===== config.mk =====
export PLATFORM = sky130hd
export DESIGN_NAME = m_axi_mem
export DESIGN_NICKNAME = d
export VERILOG_FILES = /design/src/rtl/m_axi_mem.sv
export SDC_FILE = /design/constraint.sdc
export NUM_CORES = 1
export LEC_CHECK = 0
export ABC_CLOCK_PERIOD_IN_PS = 3800
export BUFFER_PORTS_ARGS = -buffer_cell sky130_fd_sc_hd__buf_2
export CAP_MARGIN = 20
export CORE_AREA = 3 3 114 116
export CTS_BUF_LIST = sky130_fd_sc_hd__clkbuf_2
export CTS_CLUSTER_DIAMETER = 120
export DETAILED_ROUTE_END_ITERATION = 8
export DIE_AREA = 0 0 117 119
export PLACE_DENSITY_LB_ADDON = 0.25
export SYNTH_ARGS = -nofsm -noshare
export SYNTH_HDL_FRONTEND = slang
export SYNTH_SLANG_ARGS = --single-unit

===== constraint.sdc =====
create_clock -name m_axi_aclk -period 3.8 [get_ports m_axi_aclk]
set_input_delay 0.19 -clock m_axi_aclk [delete_from_list [all_inputs] [get_ports m_axi_aclk]]
set_output_delay 0.19 -clock m_axi_aclk [all_outputs]
set_load 0.005 [all_outputs]

===== src/rtl/m_axi_mem.sv =====
// rtl/m_axi_mem.sv - AXI4 INCR burst master driven by a single-command request port
//
// Purpose: accepts one command at a time (address, beat count, direction) and
// issues a matching INCR burst on a full AXI4 master interface. Write data is
// streamed in on wr_*, read data is streamed out on rd_*, and every command
// ends with a one-cycle done pulse carrying the worst response seen.
//
// Ports:
//   m_axi_aclk, m_axi_areset           clock, synchronous active-high reset
//   cmd_valid/ready, cmd_write,
//   cmd_addr, cmd_len                  command request (len = beats - 1)
//   wr_data/strb/valid/ready           write beat stream into the master
//   rd_data/last/valid/ready           read beat stream out of the master
//   done, done_resp, done_len_err      completion pulse and its status
//   m_axi_aw*/w*/b*/ar*/r*             AXI4 master channels

module m_axi_mem #(
   parameter int unsigned         ID_WIDTH   = 1,
   parameter int unsigned         DATA_WIDTH = 32,
   parameter int unsigned         ADDR_WIDTH = 32,
   parameter logic [ID_WIDTH-1:0] M_ID       = '0
) (
   input  logic                    m_axi_aclk,
   input  logic                    m_axi_areset,
   input  logic                    cmd_valid,
   output logic                    cmd_ready,
   input  logic                    cmd_write,
   input  logic [ADDR_WIDTH-1:0]   cmd_addr,
   input  logic [7:0]              cmd_len,
   input  logic [DATA_WIDTH-1:0]   wr_data,
   input  logic [DATA_WIDTH/8-1:0] wr_strb,
   input  logic                    wr_valid,
   output logic                    wr_ready,
   output logic [DATA_WIDTH-1:0]   rd_data,
   output logic                    rd_last,
   output logic                    rd_valid,
   input  logic                    rd_ready,
   output logic                    done,
   output logic [1:0]              done_resp,
   output logic                    done_len_err,
   output logic [ID_WIDTH-1:0]     m_axi_awid,
   output logic [ADDR_WIDTH-1:0]   m_axi_awaddr,
   output logic [7:0]              m_axi_awlen,
   output logic [2:0]              m_axi_awsize,
   output logic [1:0]              m_axi_awburst,
   output logic                    m_axi_awvalid,
   input  logic                    m_axi_awready,
   output logic [DATA_WIDTH-1:0]   m_axi_wdata,
   output logic [DATA_WIDTH/8-1:0] m_axi_wstrb,
   output logic                    m_axi_wlast,
   output logic                    m_axi_wvalid,
   input  logic                    m_axi_wready,
   input  logic [ID_WIDTH-1:0]     m_axi_bid,
   input  logic [1:0]              m_axi_bresp,
   input  logic                    m_axi_bvalid,
   output logic                    m_axi_bready,
   output logic [ID_WIDTH-1:0]     m_axi_arid,
   output logic [ADDR_WIDTH-1:0]   m_axi_araddr,
   output logic [7:0]              m_axi_arlen,
   output logic [2:0]              m_axi_arsize,
   output logic [1:0]              m_axi_arburst,
   output logic                    m_axi_arvalid,
   input  logic                    m_axi_arready,
   input  logic [ID_WIDTH-1:0]     m_axi_rid,
   input  logic [DATA_WIDTH-1:0]   m_axi_rdata,
   input  logic [1:0]              m_axi_rresp,
   input  logic                    m_axi_rlast,
   input  logic                    m_axi_rvalid,
   output logic                    m_axi_rready
);

   localparam int unsigned SZ = $clog2(DATA_WIDTH/8);

   typedef enum logic [2:0] {
      S_IDLE, S_WR_ADDR, S_WR_DATA, S_WR_RESP, S_RD_ADDR, S_RD_DATA, S_REJECT
   } state_t;

   state_t                  state_q, state_d;
   logic [ADDR_WIDTH-1:0]   addr_q, addr_d;
   logic [7:0]              len_q, len_d;
   logic [7:0]              cnt_q, cnt_d;
   logic [1:0]              acc_q, acc_d;
   logic                    done_q, done_d;
   logic [1:0]              done_resp_q, done_resp_d;
   logic                    len_err_q, len_err_d;

   logic [ADDR_WIDTH-1:0]   cmd_addr_al;
   logic [19:0]             burst_end;
   logic                    crosses_4k;
   logic [1:0]              resp_max;
   logic                    unused_ok;

   assign cmd_addr_al = {cmd_addr[ADDR_WIDTH-1:SZ], {SZ{1'b0}}};
   // End offset within the 4 KB page; equal to 4096 still fits exactly.
   assign burst_end   = 20'(cmd_addr_al[11:0]) + ((20'(cmd_len) + 20'd1) << SZ);
   assign crosses_4k  = burst_end > 20'd4096;
   assign resp_max    = (m_axi_rresp > acc_q) ? m_axi_rresp : acc_q;
   assign unused_ok   = ^{m_axi_bid, m_axi_rid, cmd_addr[SZ-1:0]};

   assign m_axi_awid    = M_ID;
   assign m_axi_arid    = M_ID;
   assign m_axi_awaddr  = addr_q;
   assign m_axi_araddr  = addr_q;
   assign m_axi_awlen   = len_q;
   assign m_axi_arlen   = len_q;
   assign m_axi_awsize  = 3'(SZ);
   assign m_axi_arsize  = 3'(SZ);
   assign m_axi_awburst = 2'b01;
   assign m_axi_arburst = 2'b01;
   assign m_axi_wdata   = wr_data;
   assign m_axi_wstrb   = wr_strb;
   assign m_axi_wlast   = (state_q == S_WR_DATA) && (cnt_q == len_q);
   assign rd_data       = m_axi_rdata;
   assign rd_last       = (state_q == S_RD_DATA) && m_axi_rlast;
   assign done          = done_q;
   assign done_resp     = done_resp_q;
   assign done_len_err  = len_err_q;

   always_comb begin
      state_d       = state_q;
      addr_d        = addr_q;
      len_d         = len_q;
      cnt_d         = cnt_q;
      acc_d         = acc_q;
      done_d        = 1'b0;
      done_resp_d   = done_resp_q;
      len_err_d     = len_err_q;
      cmd_ready     = 1'b0;
      m_axi_awvalid = 1'b0;
      m_axi_wvalid  = 1'b0;
      wr_ready      = 1'b0;
      m_axi_bready  = 1'b0;
      m_axi_arvalid = 1'b0;
      m_axi_rready  = 1'b0;
      rd_valid      = 1'b0;
      case (state_q)
         S_IDLE: begin
            // Gated by reset so a command presented during reset is never taken.
            cmd_ready = !m_axi_areset;
            if (cmd_valid && !m_axi_areset) begin
               addr_d = cmd_addr_al;
               len_d  = cmd_len;
               cnt_d  = 8'd0;
               acc_d  = 2'b00;
               if (crosses_4k)     state_d = S_REJECT;
               else if (cmd_write) state_d = S_WR_ADDR;
               else                state_d = S_RD_ADDR;
            end
         end
         S_WR_ADDR: begin
            m_axi_awvalid = 1'b1;
            if (m_axi_awready) state_d = S_WR_DATA;
         end
         S_WR_DATA: begin
            m_axi_wvalid = wr_valid;
            wr_ready     = m_axi_wready;
            if (wr_valid && m_axi_wready) begin
               cnt_d = cnt_q + 8'd1;
               if (cnt_q == len_q) state_d = S_WR_RESP;
            end
         end
         S_WR_RESP: begin
            m_axi_bready = 1'b1;
            if (m_axi_bvalid) begin
               done_d      = 1'b1;
               done_resp_d = m_axi_bresp;
               len_err_d   = 1'b0;
               state_d     = S_IDLE;
            end
         end
         S_RD_ADDR: begin
            m_axi_arvalid = 1'b1;
            if (m_axi_arready) state_d = S_RD_DATA;
         end
         S_RD_DATA: begin
            rd_valid     = m_axi_rvalid;
            m_axi_rready = rd_ready;
            if (m_axi_rvalid && rd_ready) begin
               cnt_d = cnt_q + 8'd1;
               acc_d = resp_max;
               // The slave's rlast ends the burst; a count mismatch is only reported.
               if (m_axi_rlast) begin
                  done_d      = 1'b1;
                  done_resp_d = resp_max;
                  len_err_d   = (cnt_q != len_q);
                  state_d     = S_IDLE;
               end
            end
         end
         S_REJECT: begin
            done_d      = 1'b1;
            done_resp_d = 2'b10;
            len_err_d   = 1'b0;
            state_d     = S_IDLE;
         end
         default: state_d = S_IDLE;
      endcase
   end

   always_ff @(posedge m_axi_aclk) begin
      if (m_axi_areset) begin
         state_q     <= S_IDLE;
         addr_q      <= '0;
         len_q       <= '0;
         cnt_q       <= '0;
         acc_q       <= '0;
         done_q      <= 1'b0;
         done_resp_q <= 2'b00;
         len_err_q   <= 1'b0;
      end else begin
         state_q     <= state_d;
         addr_q      <= addr_d;
         len_q       <= len_d;
         cnt_q       <= cnt_d;
         acc_q       <= acc_d;
         done_q      <= done_d;
         done_resp_q <= done_resp_d;
         len_err_q   <= len_err_d;
      end
   end

endmodule


==> impl_metrics.toml, run 1 <==
[finish]
stdcell_count = 715
final_cell_mix = "buf_2 (143), nand2_1 (89), dfxtp_1 (55)"
final-seq-area_mm2 = 0.00110
fillCellCount = 1241
drive_above_1_share_pct = 28.7
finalInstanceArea_mm2 = 0.00441
area_delta_synth_final_pct = 10.3
nets = 710
layout_commonest_cell = "buf_2"
multiInputGateArea_mm2 = 0.00189

[placement]
io_buffers = 143
dp_cells = 668
gp_congestion = 0.821
placed_area_mm2 = 0.00396
dp_hpwl_um = 7540

[yosys]
ys_ff_latch = 55
yosysTopAreaCell = "dfxtp_1"
ys_seq_area_share_pct = 27.6
synthArstFlopShare_pct = 0
synthFlopType = "dfxtp_1"
syn_avg_cell_area_um2 = 7.94
yosys_warnings = 0
synth-edff-count = 0
syn-cell-area_mm2 = 0.00400
synth.distinct_cells = 54
syn_inst = 503
ys_top_cells_by_area = "dfxtp_1 (28%), buf_4 (23%), nand2_1 (8.4%)"
synth_top_cell_area_share_pct = 27.6

[clocking]
ctsRootBufferMaster = "clkbuf_2"
postCtsSetupRepairBufs = 0
path_clk_slew_ns = 0.25
cts_tree = "built"
clock_latency_ns = 0.47
cts_buffers = 5
htree_levels = 2
cts.sink_count = 55
cts_buffer_depth = 2

[hold_path]
hold_end = "state_q[2]"
hold_path.class = "in2reg"
holdPathStages = 4
hold_start = "cmd_write"

[global_routing]
grt_pass1_wl_um = 16500
grt_pass1_vias = 3370
grt_antenna_before_repair = 1
grt_max_degree = 59
gr-total-overflow = 0
grt_use_total_pct = 14.7

[worst_setup_path]
regToRegStartpoint = "state_q[1]"
crit_type = "in2reg"
r2r_end = "cnt_q[4]"
rrSetupSlack_ns = 1.35
slowest_stage = "dlygate4sd3_1"
critPathRequiredTime_ns = 4.18
critPathMaxFanout = 4
cp_slowest_stage_delay_ns = 0.55
cp-end-kind = "flop"
critPathLaunch = "cmd_len[0]"
r2r_cells = 6
path_buf_inv = 2
start_kind = "input port"
cp.arrival_ns = 3.39
worstPathCellList = "dlygate4sd3_1 > buf_2 > ha_1 > fa_1 > and3_4 > o31a_1 > o41ai_2 > xnor2_1 > nor3_1 > or3_1 > a211oi_1"
path_depth = 11
crit_family = "compound AO/OA/AOI/OAI gates"

[drt]
drc = 0
first_iter_violations = 155
routed_via_density = 4.67
wirelength_um = 10500
dr.pass1.iters = 4
wl_per_cell_um = 14.7
ant_nets = 0
dr_total_vias = 3339

[die]
dieHeight_um = 119
die-area_mm2 = 0.0139
std_cell_rows = 40
core_area_mm2 = 0.0120
start_util_pct = 33.3
num_io_pins = 300
fp.dieW_um = 117

[pwr]
ir_drop_mv = 0.171
powerDensity_mw_per_mm2 = 437
p_leak_nw = 2.29
power.total_mw = 1.93

[timing]
fin_crit_sh_pct = 79.3
fmax_mhz = 332
period_minus_slack_ns = 3.02
rsz0062_at_grt = "false"
hold_viol_final = 0
tightest_slew_ns = 0.984
finalClockSkew_ns = 0.0299
fin_tns_setup_ns = 0
slew_violations = 0
setup_violations = 0
slew_headroom_pct = 34.4

[flow_run]
drv_cap = 0

[status]
status = "complete, no violations"
-- worst reg2reg max path, stage by stage, from the launching register on --
cell	delay (ns)
dfxtp_1	0.69
nor3b_1	0.73
o21ai_0	0.40
nor2_1	0.29
o22ai_1	0.12
nand2_1	0.09
a21oi_1	0.05
-- flip-flops by register name, indices dropped and copies added, names as in the netlist --
register	cells
m_axi_arlen	8
m_axi_araddr	30
acc_q	2
state_q	3
done_len_err	1
cnt_q	8
done_resp	2
done	1
-- per-layer routing --
layer / vias up / global-route usage (%) / share of wire (%)
met5: - / 0 / 0
met4: 0 / 6.24 / 3.0
met3: 49 / 2.08 / 4.9
met2: 111 / 26.3 / 51
met1: 1528 / 17.1 / 41
li1: 1651 / - / -
-- area by class of cell --
| type | instances | area share, % |
|---|---|---|
| antenna | 1 | 0.0568 |
| inverter | 12 | 1.02 |
| tap | 147 | 4.17 |
| timing repair buffer | 185 | 25.6 |
| multi-input combinational | 308 | 42.8 |
| sequential | 55 | 25.0 |
| clock buffer | 6 | 0.681 |
| clock inverter | 1 | 0.681 |
-- cell families (layout without fill, tap and decap cells) --
logic type,count (synthesis),count (layout),synth area share [%]
adder cells (fa/ha/maj),17,17,5.51
buffers and inverters,154,204,26.6
XOR/XNOR,22,22,4.82
AND/OR/NAND/NOR,200,200,26.2
other,2,17,0.188
multiplexers,2,2,0.595
flip-flops,55,55,27.6
AO/OA/AOI/OAI,51,51,8.55
-- metrics by stage --
step	util (%)	worst slack, ns	hold slack [ns]
CTS	36.7	0.849	0.00548
global route	36.7	0.695	0.0213
global placement	32.9	1.01	0.373
finish	36.7	0.785	0.0519
detailed placement	32.9	0.911	0.380
floorplan	-	1.27	0.289
-- Yosys cell counts (3+ instances only) --
library cell and number:
dfxtp_1 55, inv_1 12, nor3b_1 4, clkbuf_1 14, o21ai_0 13, a21oi_1 14
ha_1 16, and2_1 7, nor3_1 7, nand3b_1 42, nor2_1 22, a21o_1 3
nand3_1 5, nand2_1 89, a211oi_1 3, buf_4 123, xor2_1 15, and3_1 5
xnor2_1 7
-- where the power goes --
group / internal, mW / leakage, nW / switching [mW]
Sequential: 0.700 / 0.450 / 0.137
Clock: 0.110 / 0.0391 / 0.191
Combinational: 0.374 / 1.80 / 0.416
-- worst max-delay path by stage --
stage	end
detailed placement	state_q[1]
global placement	state_q[1]
global route	state_q[2]
finish	state_q[2]
floorplan	state_q[1]
CTS	state_q[2]
-- repair_timing --
| item | 4_1_cts | 5_1_grt |
|---|---|---|
| endpoints found under the hold margin | 39 | 0 |
| hold buffers | 39 | 0 |
| setup endpoints to repair | 0 | 0 |
| resized for setup | 0 | 0 |
No activity file was read; power rests on OpenSTA's default activity.
==> run 2: changes to the inputs <==
--- a/config.mk
+++ b/config.mk
@@ -5,14 +5,14 @@
 export SDC_FILE = /design/constraint.sdc
 export NUM_CORES = 1
 export LEC_CHECK = 0
-export ABC_CLOCK_PERIOD_IN_PS = 3800
+export ABC_CLOCK_PERIOD_IN_PS = 2700
 export BUFFER_PORTS_ARGS = -buffer_cell sky130_fd_sc_hd__buf_2
 export CAP_MARGIN = 20
-export CORE_AREA = 3 3 114 116
+export CORE_AREA = 3 3 117 119
 export CTS_BUF_LIST = sky130_fd_sc_hd__clkbuf_2
 export CTS_CLUSTER_DIAMETER = 120
 export DETAILED_ROUTE_END_ITERATION = 8
-export DIE_AREA = 0 0 117 119
+export DIE_AREA = 0 0 120 122
 export PLACE_DENSITY_LB_ADDON = 0.25
 export SYNTH_ARGS = -nofsm -noshare
 export SYNTH_HDL_FRONTEND = slang
==> constraint.sdc (replaced) <==
create_clock -name m_axi_aclk -period 2.7 [get_ports m_axi_aclk]
set_input_delay 0.135 -clock m_axi_aclk [delete_from_list [all_inputs] [get_ports m_axi_aclk]]
set_output_delay 0.135 -clock m_axi_aclk [all_outputs]
set_load 0.005 [all_outputs]
==> impl_metrics.toml, run 2 (same netlist as run 1, synthesis figures left out) <==
[worst_setup_path]
regToRegStartpoint = "state_q[1]"
r2r_cells = 6
critPathRequiredTime_ns = 3.12
critPathMaxFanout = 4
critPathLaunch = "cmd_len[0]"
rrSetupSlack_ns = 0.38
cp-end-kind = "flop"
cp.arrival_ns = 3.08
crit_type = "in2reg"
start_kind = "input port"
worstSetupEndpoint = "state_q[2]"
r2r_end = "cnt_q[5]"

[timing]
slew_violations = 0
setup_violations = 0
fin_tns_setup_ns = 0
fmax_mhz = 376
hold_viol_final = 0
setup_ws_ns = 0.0436
slew_headroom_pct = 49.7
finalClockSkew_ns = 0.0249
period_minus_slack_ns = 2.66
tightest_slew_ns = 0.749
holdWs_ns = 0.102
fin_crit_sh_pct = 98.4

[global_routing]
grt_pass1_vias = 3196
grt_pass1_wl_um = 16200
grt_antenna_before_repair = 1
gr-total-overflow = 0
grt_max_degree = 42
grt_use_total_pct = 13.9

[clocking]
cts_tree = "built"
htree_levels = 2
cts_buffers = 5
path_clk_slew_ns = 0.29
clock_latency_ns = 0.46
cts_buffer_depth = 2
ctsRootBufferMaster = "clkbuf_2"
cts.sink_count = 55

[drt]
drc = 0
dr_total_vias = 3324
ant_nets = 0
first_iter_violations = 210
dr.pass1.iters = 4
routed_via_density = 4.44
wirelength_um = 10500
wl_per_cell_um = 14.1

[status]
status = "complete, no violations"

[finish]
finalInstanceArea_mm2 = 0.00456
nets = 718
final_cell_mix = "buf_2 (143), nand2_1 (89), dfxtp_1 (55)"
largest_register_ff_count = 30
multiInputGateArea_mm2 = 0.00193
stdcell_count = 748
layout_commonest_cell = "buf_2"
final-seq-area_mm2 = 0.00110
area_delta_synth_final_pct = 14.0
fillCellCount = 1338
drive_above_1_share_pct = 30.1

[die]
std_cell_rows = 41
core_area_mm2 = 0.0127
fp.dieW_um = 120
start_util_pct = 31.5
dieHeight_um = 122
num_io_pins = 300
die-area_mm2 = 0.0146

[placement]
dp_hpwl_um = 7540
io_buffers = 143
gp_congestion = 0.765
placed_area_mm2 = 0.00401
dp_cells = 696
pre_cts_ws_ns = -0.0725

[pwr]
ir_drop_mv = 0.196
p_leak_nw = 2.35
powerDensity_mw_per_mm2 = 601

[hold_path]
holdPathStages = 5
hold_path.class = "in2reg"

[flow_run]
drv_cap = 0
-- run 2: routing by layer --
metal / global-route usage (%) / vias to the layer above / routed length (µm)
li1: - / 1664 / -
met1: 16.8 / 1504 / 4520
met2: 24.3 / 118 / 5180
met3: 2.69 / 38 / 598
met4: 5.58 / 0 / 248
met5: 0 / - / 0
-- run 2: per-stage QoR --
step | utilization [%] | power, mW
after CTS | 35.4 | 2.77
final | 36.0 | 2.74
after global placement | 31.6 | 2.25
after global routing | 36.0 | 2.97
after detailed placement | 31.6 | 2.28
after floorplan | - | 2.05
-- run 2: critical path: stages --
cell           delay (ns)
buf_2                0.12
dlygate4sd3_1        0.57
inv_1                0.06
ha_1                 0.21
fa_2                 0.36
and3_4               0.16
o31a_1               0.28
buf_4                0.15
o21a_1               0.17
o2111ai_2            0.22
nor3_1               0.08
or3_4                0.38
a211oi_2             0.18
-- run 2: how the worst min path moves through the flow --
stage	start	slack (ns)	to
after floorplan	cmd_addr[10]	0.23	m_axi_araddr[10]
after global placement	wr_data[14]	0.27	m_axi_wdata[14]
after detailed placement	wr_data[14]	0.27	m_axi_wdata[14]
after CTS	rd_ready	0.005	acc_q[1]
after global routing	m_axi_areset	0.07	done_len_err
final	m_axi_rresp[0]	0.10	acc_q[0]
-- run 2: cell type report --
type	instances	area share [%]
tap	172	4.72
timing repair buffer	193	26.3
inverter	12	0.989
clock inverter	2	0.824
clock buffer	5	0.549
antenna	1	0.0549
multi-input combinational	308	42.4
sequential	55	24.2
-- run 2: report_power, final --
part	switching, mW	internal [mW]
Combinational	0.591	0.541
Clock	0.276	0.151
Sequential	0.195	0.985
Total	1.06	1.68
-- run 2: timing repair --
action | 4_1_cts | 5_1_grt
setup buffers | 0 | 1
gates resized for setup | 0 | 7
endpoints found under the setup margin | 0 | 3
endpoints found under the hold margin | 43 | 1
hold buffers | 42 | 1
